`src/rtl/d_edge_interval_mon.sv`:
```
// Transition monitor for a single data line: queues {level, interval, saturated} records per edge.
// Optional macro EDGE_MON_SYNC_EN adds a synchronizer stage for an asynchronous d_in.
module d_edge_interval_mon #(
  parameter int CNT_W   = 8,
  parameter int FIFO_AW = 2
) (
  input  logic               clk,
  input  logic               reset,
  input  logic               d_in,
  input  logic               cap_ready,
  input  logic               ovf_clr,
  output logic               cap_valid,
  output logic               cap_level,
  output logic [CNT_W-1:0]   cap_interval,
  output logic               cap_sat,
  output logic [FIFO_AW:0]   fifo_count,
  output logic               overflow,
  output logic               d_level
);

  localparam int DEPTH = 1 << FIFO_AW;
  localparam int REC_W = CNT_W + 2;
  localparam logic [CNT_W-1:0]   MAX_CNT  = '1;
  localparam logic [FIFO_AW:0]   FULL_CNT = {1'b1, {FIFO_AW{1'b0}}};

  logic w_src;
  logic w_src_vld;

`ifdef EDGE_MON_SYNC_EN
  logic r_meta;
  logic r_meta_vld;

  // r_meta plus r_d_s form the two synchronizer flops; arming waits until r_meta holds a real sample
  always_ff @(posedge clk or posedge reset) begin
    if (reset) begin
      r_meta     <= 1'b0;
      r_meta_vld <= 1'b0;
    end else begin
      r_meta     <= d_in;
      r_meta_vld <= 1'b1;
    end
  end

  assign w_src     = r_meta;
  assign w_src_vld = r_meta_vld;
`else
  assign w_src     = d_in;
  assign w_src_vld = 1'b1;
`endif

  logic r_d_s;
  logic r_d_prev;
  logic r_armed;
  logic [CNT_W-1:0] r_cnt;

  logic             w_edge;
  logic [CNT_W:0]   w_cnt_inc;
  logic             w_sat;
  logic [CNT_W-1:0] w_interval;

  assign w_edge     = r_armed & (r_d_s ^ r_d_prev);
  assign w_cnt_inc  = {1'b0, r_cnt} + {{CNT_W{1'b0}}, 1'b1};
  assign w_sat      = (w_cnt_inc >= {1'b0, MAX_CNT});
  assign w_interval = w_sat ? MAX_CNT : w_cnt_inc[CNT_W-1:0];

  // On the arm edge d_prev takes the value d_s is loading, so a static level never looks like an edge
  always_ff @(posedge clk or posedge reset) begin
    if (reset) begin
      r_d_s    <= 1'b0;
      r_d_prev <= 1'b0;
      r_armed  <= 1'b0;
      r_cnt    <= '0;
    end else begin
      r_d_s    <= w_src;
      r_d_prev <= r_armed ? r_d_s : w_src;
      if (!r_armed && w_src_vld)
        r_armed <= 1'b1;
      if (!r_armed || w_edge)
        r_cnt <= '0;
      else
        r_cnt <= w_interval;
    end
  end

  logic [REC_W-1:0] r_mem [DEPTH];
  logic [FIFO_AW:0] r_wr_ptr;
  logic [FIFO_AW:0] r_rd_ptr;
  logic             r_ovf;

  logic [FIFO_AW:0] w_count;
  logic             w_full;
  logic             w_pop;
  logic             w_push;
  logic             w_drop;
  logic [REC_W-1:0] w_rec;
  logic [REC_W-1:0] w_head;

  assign w_count = r_wr_ptr - r_rd_ptr;
  assign w_full  = (w_count == FULL_CNT);
  assign w_pop   = cap_valid & cap_ready;
  assign w_push  = w_edge & (~w_full | w_pop);
  assign w_drop  = w_edge & w_full & ~w_pop;
  assign w_rec   = {r_d_s, w_sat, w_interval};

  always_ff @(posedge clk or posedge reset) begin
    if (reset) begin
      for (int i = 0; i < DEPTH; i++)
        r_mem[i] <= '0;
      r_wr_ptr <= '0;
      r_rd_ptr <= '0;
      r_ovf    <= 1'b0;
    end else begin
      if (w_push) begin
        r_mem[r_wr_ptr[FIFO_AW-1:0]] <= w_rec;
        r_wr_ptr <= r_wr_ptr + 1'b1;
      end
      if (w_pop)
        r_rd_ptr <= r_rd_ptr + 1'b1;
      if (w_drop)
        r_ovf <= 1'b1;
      else if (ovf_clr)
        r_ovf <= 1'b0;
    end
  end

  // Show-ahead head read; fields read as zero while the queue is empty
  assign w_head     = r_mem[r_rd_ptr[FIFO_AW-1:0]];
  assign cap_valid  = (w_count != '0);
  assign {cap_level, cap_sat, cap_interval} = cap_valid ? w_head : '0;
  assign fifo_count = w_count;
  assign overflow   = r_ovf;
  assign d_level    = r_d_s;

endmodule
```
`config.mk`:
```
export PLATFORM = sky130hd
export DESIGN_NAME = d_edge_interval_mon
export DESIGN_NICKNAME = d
export VERILOG_FILES = /design/src/rtl/d_edge_interval_mon.sv
export SDC_FILE = /design/constraint.sdc
export NUM_CORES = 1
export LEC_CHECK = 0
export ABC_AREA = 1
export CORE_MARGIN = 5
export CORE_UTILIZATION = 40
export CTS_BUF_LIST = sky130_fd_sc_hd__clkbuf_8
export CTS_CLUSTER_SIZE = 10
export DETAILED_ROUTE_END_ITERATION = 10
export PLACE_DENSITY = 0.6
export SYNTH_ARGS = -nofsm -noshare
export SYNTH_HDL_FRONTEND = slang
export SYNTH_SLANG_ARGS = --single-unit
```
`constraint.sdc`:
```
create_clock -name clk -period 2 [get_ports clk]
set_clock_uncertainty 0.2 [all_clocks]
set_input_delay 0.2 -clock clk [delete_from_list [all_inputs] [get_ports clk]]
set_output_delay 0.2 -clock clk [all_outputs]
set_load 0.02 [all_outputs]
```
==> results.yml, run 1 <==
power_and_ir_drop:
  p_clk_share_pct: 17.7
  p_int_w: 0.00409
  p_comb_share_pct: 60.4
  p_leak_nw: 2.26
  p_per_area_nw_per_um2: 1620
  sw_frac_of_total_pct: 40.4
  p_switching_w: 0.00277
  seqPwrFrac_pct: 21.9
  peakVddDrop_mv: 0.702
setup_path:
  cp.required_ps: 1600
  worst_ep_arrival_time_ps: 2220
  path_max_fanout: 6
  critPathLaunchType: "flip-flop"
  rr_startpoint: "r_wr_ptr[0]"
  r2r_slack_ps: -550
  regToRegEndpoint: "r_wr_ptr[2]"
  rr_worst_depth: 11
  setup.worst_path.class: "flip-flop to output pin"
  endpoint_kind: "output pin"
cts:
  cts_made_buffers: 9
  clock-root-buffer: "clkbuf_8"
  cts_hold_buf: 0
  htreeDepth: 3
  cts.sink_count: 58
  clkLatencyLatePin_ps: 340
  cts.path.max_buffers: 2
  cts_tree: "done"
  clkTransAtPathRegs_ps: 70
logic_synthesis:
  yosysWarnings: 0
  yosys.area.top_type_share_pct: 48.8
  synth_top_cell_by_area: "dfrtp_1"
  async_flop_share_pct: 100
  synth_area_leaders: "dfrtp_1 (49%), nand2_1 (19%), o21ai_0 (5.2%), inv_1 (5.2%), ha_1 (3.8%)"
  syn_area_sq_um: 2980
  avgSynthCellArea_sq_um: 7.85
  synth_edf_count: 0
  synth-seq-area-share_pct: 48.8
  syn_inst: 379
  synth_seq_cells: 58
  synth_nets: 394
  netlist_top_cells_count: "nand2_1 (150), dfrtp_1 (58), inv_1 (41)"
  ys_types: 25
  synth.most_common_cell: "nand2_1"
  ys.flop_type: "dfrtp_1"
final_layout:
  area_growth_pct: 42.3
  post-route-util_pct: 58.4
  design_area_sq_um: 4230
  nNetsFinal: 463
  layout-drive-gt1-share_pct: 31.8
  num_antenna_cells: 0
  fill_cells: 669
sta:
  setup_viol: 60
  rsz0062_at_grt: "true"
  slew_viol_final: 0
  timing.final.ws_setup_ps: -625
  fmax_ghz: 0.381
  tns_ps: -29080
  timing_hold_violations_final: 0
  fin_crit_sh_pct: 131
  period_minus_slack_ps: 2620
route:
  viasPerCell: 4.76
  postRouteAntennaNets: 0
  via_count: 2627
  first_pass_iters: 4
  drcViolationCount: 0
  wirelength_mm: 7.62
  wire_per_inst_microns: 13.8
  initialDrtViolationCount: 148
placed_design:
  gp_congestion: 0.812
  port_buffers: 20
  postPlaceCellArea_sq_um: 3540
  hpwlAfterDp_mm: 4.87
global_routing:
  grt_pass1_vias: 2651
  grt_max_degree: 59
  gr-usage-all-layers_pct: 18.5
  grt_pass1_wl_mm: 12.9
  grt-ovfl-total: 0
  antenna_found_initial: 0
floorplan:
  die_w_microns: 96.2
  rows: 31
  core_sq_um: 7250
  io_pins: 21
  initial_core_util_pct: 41.0
  dieHeight_microns: 96.2
  die_area_sq_um: 9260
run_status:
  violations: "setup timing"
  outcome: "finished, violations left"
min_path:
  hold_path.class: "primary input to asynchronous set/reset pin"
flow_run:
  maxCapViolations: 0
## metal layers
metal,vias to the layer above,global-route usage [%],wire (microns)
met5,-,0,0
met4,0,7.70,131
met1,1246,25.0,3560
li1,1324,-,-
met3,11,3.52,297
met2,46,29.0,3640
## power by group through the flow
stage	clock network [W]	registers (W)	logic [W]
after floorplan	0	0.00153	0.00191
after global placement	0	0.00151	0.00318
after detailed placement	0	0.00151	0.00321
after CTS	0.00123	0.00150	0.00387
after global routing	0.00128	0.00153	0.00445
final	0.00122	0.00151	0.00414
## layout by cell type (no fill, tap or decap), drive strengths merged
cell	n
nand2	151
nand4	1
xor2	4
inv	46
o22ai	10
dlygate4sd2	1
a21oi	1
dfrtp	58
bufinv	2
fa	1
clkinvlp	1
clkdlybuf4s50	6
xnor2	4
conb	1
nor2	30
buf	60
clkbuf	10
o21ai	33
clkinv	2
ha	9
nand3	22
## kinds of logic (layout without fill, tap and decap cells)
group / count (synthesis) / count (layout) / share of synthesized area (%)
AO/OA/AOI/OAI: 44 / 44 / 7.82
XOR/XNOR: 8 / 8 / 2.86
adder cells (fa/ha/maj): 10 / 10 / 4.46
buffers and inverters: 56 / 128 / 8.12
flip-flops: 58 / 58 / 48.8
other: 1 / 1 / 0.126
AND/OR/NAND/NOR: 202 / 204 / 27.8
## worst max-delay path by stage
| stage | startpoint | to | slack [ps] | cells past startpoint |
|---|---|---|---|---|
| 3_3_place_gp | r_rd_ptr[0] | cap_interval[0] | -660 | 9 |
| 2_1_floorplan | r_wr_ptr[0] | r_mem[27] | -250 | 9 |
| 5_1_grt | r_wr_ptr[0] | cap_interval[5] | -710 | 10 |
| 6_report | r_wr_ptr[0] | cap_interval[3] | -620 | 10 |
| 3_5_place_dp | r_wr_ptr[0] | cap_interval[7] | -720 | 10 |
| 4_1_cts | r_wr_ptr[0] | cap_interval[7] | -660 | 10 |
## per-stage QoR
| step | setup WS [ps] | cells | power [W] | hold slack (ps) |
|---|---|---|---|---|
| after floorplan | -255 | 379 | 0.00343 | 31.4 |
| after global placement | -661 | 516 | 0.00469 | 254 |
| after detailed placement | -721 | 516 | 0.00472 | 260 |
| after CTS | -662 | 544 | 0.00660 | 41.2 |
| after global routing | -714 | 552 | 0.00726 | 76.5 |
| final | -625 | 552 | 0.00687 | 25.8 |
## critical path, stage by stage (launching register included)
cell     delay, ps
dfrtp_1        380
inv_2           60
ha_4           150
fa_2           380
xor2_4         180
xnor2_2        190
nand3_4        160
buf_12         180
nand2_2         50
inv_2           30
buf_6          120
## registers in the layout (all words and copies together) (netlist names)
signal / flops
r_armed: 1
r_rd_ptr: 3
r_mem: 40
overflow: 1
r_wr_ptr: 3
r_cnt: 8
d_level: 1
r_d_prev: 1
## timing repair
| item | in CTS | in global routing |
|---|---|---|
| setup buffers | 9 | 9 |
| endpoints found under the setup margin | 61 | 66 |
| cloned | 3 | 0 |
| resized for setup | 108 | 50 |
| pin swaps | 11 | 15 |
## area by class of cell
cell class | instances | area (sq um) | share of cell area, %
clock buffers | 10 | 138 | 3.25
clock inverters | 6 | 81.3 | 1.92
inverters | 45 | 184 | 4.34
multi-input cells | 267 | 1560 | 36.8
flip-flops and latches | 58 | 1450 | 34.3
well taps | 99 | 124 | 2.93
repair buffers | 67 | 697 | 16.5
No activity file was read; power rests on OpenSTA's default activity.
==> run 2: changes to the inputs <==
==> constraint.sdc (replaced) <==
create_clock -name clk -period 2 [get_ports clk]
set_clock_uncertainty 0.2 [all_clocks]
set_input_delay 0.6 -clock clk [delete_from_list [all_inputs] [get_ports clk]]
set_output_delay 0.6 -clock clk [all_outputs]
set_load 0.02 [all_outputs]
==> results.yml, run 2 (synthesized netlist as in run 1, its figures left out) <==
global_routing:
  grt_pass1_vias: 2697
  grt_pass1_wl_mm: 12.9
  antenna_found_initial: 0
  grt-ovfl-total: 0
  gr-usage-all-layers_pct: 18.5
  grt_max_degree: 59
route:
  initialDrtViolationCount: 92
  via_count: 2628
  drcViolationCount: 0
  first_pass_iters: 4
  viasPerCell: 4.68
  wire_per_inst_microns: 13.5
  postRouteAntennaNets: 0
  wirelength_mm: 7.58
final_layout:
  top_register: "r_mem"
  largest_reg_flops: 40
  layoutNonFillerInstCount: 562
  mostFrequentLayoutCells: "nand2_1 (97), dfrtp_1 (56), nand2_2 (44), buf_4 (38), buf_6 (34)"
  final_common_cell: "nand2_1"
  nNetsFinal: 474
  fill_cells: 634
  layout-drive-gt1-share_pct: 40.8
  post-route-util_pct: 60.2
  top_regs: "r_mem (40), r_cnt (8)"
  area_growth_pct: 46.7
  num_antenna_cells: 0
placed_design:
  dp_cells: 535
  port_buffers: 20
  gp_congestion: 0.806
  pre_cts_ws_ps: -1050
  hpwlAfterDp_mm: 4.98
setup_path:
  cp.required_ps: 1200
  setup.worst_path.class: "flip-flop to output pin"
  endpoint_kind: "output pin"
  path_max_fanout: 6
  r2r_slack_ps: -640
  critPathLaunchType: "flip-flop"
  worst_ep_arrival_time_ps: 2200
flow_run:
  maxCapViolations: 0
floorplan:
  die_area_sq_um: 9260
  dieHeight_microns: 96.2
  core_sq_um: 7250
  io_pins: 21
  initial_core_util_pct: 41.0
  die_w_microns: 96.2
  rows: 31
cts:
  cts.path.max_buffers: 2
  htreeDepth: 3
  cts.sink_count: 58
  cts_tree: "done"
  clock-root-buffer: "clkbuf_8"
  clkTransAtPathRegs_ps: 60
  cts_hold_buf: 0
  clkLatencyLatePin_ps: 330
  cts_made_buffers: 9
sta:
  rsz0062_at_grt: "true"
  fin_crit_sh_pct: 150
  tightest_slew_ps: 515
  tns_ps: -38270
  timing.final.ws_setup_ps: -1000
  setup_viol: 61
  slew_viol_final: 0
  relSlewSlack_pct: 65.5
  period_minus_slack_ps: 3000
  fmax_ghz: 0.333
  whs_ps: 277
  timing_hold_violations_final: 0
power_and_ir_drop:
  p_leak_nw: 2.30
  p_per_area_nw_per_um2: 1570
  peakVddDrop_mv: 0.678
min_path:
  hold_path.class: "flip-flop to flip-flop"
run_status:
  outcome: "finished, violations left"
  violations: "setup timing"
run 2: power by group:
| part | leakage (nW) | switching (W) | total [W] | internal [W] |
|---|---|---|---|---|
| registers | 0.771 | 0.000145 | 0.00151 | 0.00137 |
| logic | 1.42 | 0.00219 | 0.00422 | 0.00203 |
| clock network | 0.110 | 0.000444 | 0.00111 | 0.000664 |
run 2: worst max-delay path, stage by stage (launching register included):
cell	delay, ps
dfrtp_1	400
ha_4	170
fa_2	380
xor2_4	180
xnor2_2	170
nand3_2	160
buf_12	190
nand2_4	60
inv_2	40
buf_6	120
run 2: final cells by class:
type                    instances  area [sq um]  share of cell area [%]
well taps                      99           124                    2.84
clock inverters                 3          38.8                   0.889
flip-flops and latches         58          1450                    33.3
clock buffers                  12           165                    3.78
multi-input cells             265          1630                    37.4
repair buffers                 80           766                    17.5
inverters                      45           183                    4.19
run 2: what timing repair did:
item	in CTS	in global routing
buffers inserted	6	7
resized for setup	169	43
cloned	1	0
endpoints found under the setup margin	63	67
pin swaps	35	22
run 2: final timing paths:
path | from | cells past startpoint | to
worst min-delay path | r_mem[19] | 2 | r_mem[19]
min in group asynchronous | reset | 3 | r_d_prev
max in group asynchronous | reset | 3 | r_mem[36]
worst min register to register | r_mem[19] | 2 | r_mem[19]
worst max register to register | r_rd_ptr[0] | 13 | r_mem[1]
worst max-delay path | r_rd_ptr[0] | 9 | cap_interval[3]
run 2: through the flow:
stage | instance area [sq um] | power, W
6_report | 4360 | 0.00684
5_1_grt | 4360 | 0.00726
4_1_cts | 4180 | 0.00665
3_5_place_dp | 3630 | 0.00463
3_3_place_gp | 3630 | 0.00461
2_1_floorplan | 3000 | 0.00328
run 2: metal layers:
metal	global-route usage (%)	vias up	wire, microns
met4	6.40	0	114
met5	0	-	0
met3	5.00	11	193
li1	-	1336	-
met2	30.8	30	3800
met1	23.1	1251	3470
==> run 3: changes to the inputs <==
- CTS_CLUSTER_SIZE: 10 -> not set
==> results of run 3 <==
No change in the layout: final DEF, timing and power equal those of run 2.
==> variant (config.mk and constraints of run 3) <==
Add a define of `EDGE_MON_SYNC_EN`.
--- a/src/rtl/d_edge_interval_mon.sv
+++ b/src/rtl/d_edge_interval_mon.sv
@@ -2,2 +2,4 @@
 // Optional macro EDGE_MON_SYNC_EN adds a synchronizer stage for an asynchronous d_in.
+`define EDGE_MON_SYNC_EN
+
 module d_edge_interval_mon #(
Function: changed (a bounded check fails within 4 cycles, from zero or initial values and one cycle with reset high).
==> variant against run 3 <==
- sequential share of layout area is 1.8 points higher
- first-iteration DRC count grew 52%
- global-route usage decreased by 1.9 points
- final area fell by 2.0%
- register-to-register slack gained 170 ps
- final cell count down 0.36%
- sequential power grew 6%
- wire length about the same
- area after synthesis increased by 1.7%
- largest power group unchanged
- worst hold slack got worse by 97 ps
- largest cell class unchanged
- power is 1.2% lower
- worst setup slack better by 45 ps
- via count is 0.76% higher
- sequential cell count up 2
- the flow still finishes with violations (setup timing)
==> variant: results (changes against run 3) <==
peak supply drop=652.2 uV (-3.8%); synth top area cells=dfrtp_1 50%, nand2_1 19%, o21ai_0 5.5%; fin nets=472 (-0.42%); reg-to-reg slack, setup=-470 ps (+170 ps); run status=finished, violations left; WL final=7575 um (about the same); largest net degree at the start of global routing=34 (-42%); Crit Path Max Fanout=5 (-1); worst r2r path cells=12 (-1); Worst Hold Path EP=d_level$_DFF_PP0_; DP Cell Count=537 (+0.37%); leakage power=2.293 nW (-0.42%); crit path capture=cap_sat; placed instance area=0.003682 mm^2 (+1.3%); most instantiated cells after synthesis=152 x nand2_1, 60 x dfrtp_1, 41 x inv_1; RePlAce Congestion=0.7882 (-2.1%); GRT Overall Usage=0.1658 (-0.01928); PnR worst setup slack=-956.5 ps (+44.69 ps); hold depth=0 (-2); fraction of layout cells with a size suffix above 1=0.3905 (-0.01775); drt first-iter violations=140 (+52%); Syn Nets=398 (+1.0%); post-synthesis cell type count=26 (+4.0%); Seq/Total Area, Yosys=0.4961 (+0.008268); P_sw=2.838 mW (+2.1%); failing checks=setup timing; Filler Cell Count=692 (+9.1%); vias in the first global route=2587 (-4.1%); Final Non-Filler Cells=560 (-0.36%); hold_ws=180.2 ps (-97.28 ps); Via density=4.729 (+1.1%); final setup fails=61 (unchanged); Worst Hold Launch=r_meta$_DFF_PP0_; Mean Syn Cell Area=7.902 um^2 (+0.66%); register area=0.001503 mm^2 (+3.4%); first-pass GRT wire length=12590 um (-2.2%); setup TNS=-28790 ps (+9478 ps); DP HPWL=5080 um (+2.0%)
==> variant: routing by layer <==
metal,GRT usage,vias to the layer above,share of wire
met5,0,-,0
met2,0.2680,45,0.50
li1,-,1334,-
met4,0.06479,0,0.0098
met1,0.2177,1263,0.46
met3,0.03381,6,0.036
==> variant: area by class of cell <==
type / count / share of cell area
multi-input combinational: 267 / 0.3672
sequential: 60 / 0.3514
timing repair buffer: 74 / 0.1647
inverter: 45 / 0.04330
clock buffer: 10 / 0.03218
tap: 99 / 0.02896
clock inverter: 5 / 0.01229
==> variant: power groups by stage <==
| stage | Combinational (mW) | Clock [mW] | Sequential, mW |
|---|---|---|---|
| final | 4.10 | 1.06 | 1.60 |
| after global placement | 3.35 | 0 | 1.59 |
| after floorplan | 1.91 | 0 | 1.61 |
| after global routing | 4.45 | 1.13 | 1.62 |
| after CTS | 3.84 | 1.08 | 1.58 |
| after detailed placement | 3.38 | 0 | 1.59 |
==> variant: logic make-up after synthesis <==
group / count (synthesis) / synth area share
and+or+nand+nor: 205 / 0.2774
DFF: 60 / 0.4961
buffers and inverters: 56 / 0.07978
AOI/OAI and AO/OA: 45 / 0.07937
adders and majority gates: 10 / 0.04382
xor gates and xnor gates: 6 / 0.02232
other: 1 / 0.001239
==> variant: repair_timing <==
action                                 in CTS  in global routing
endpoints found under the hold margin       0                  0
gates cloned                                1                  0
gates resized for setup                   145                 47
setup buffers                               4                  3
setup endpoints to repair                  63                 67
pin swaps                                  34                 13
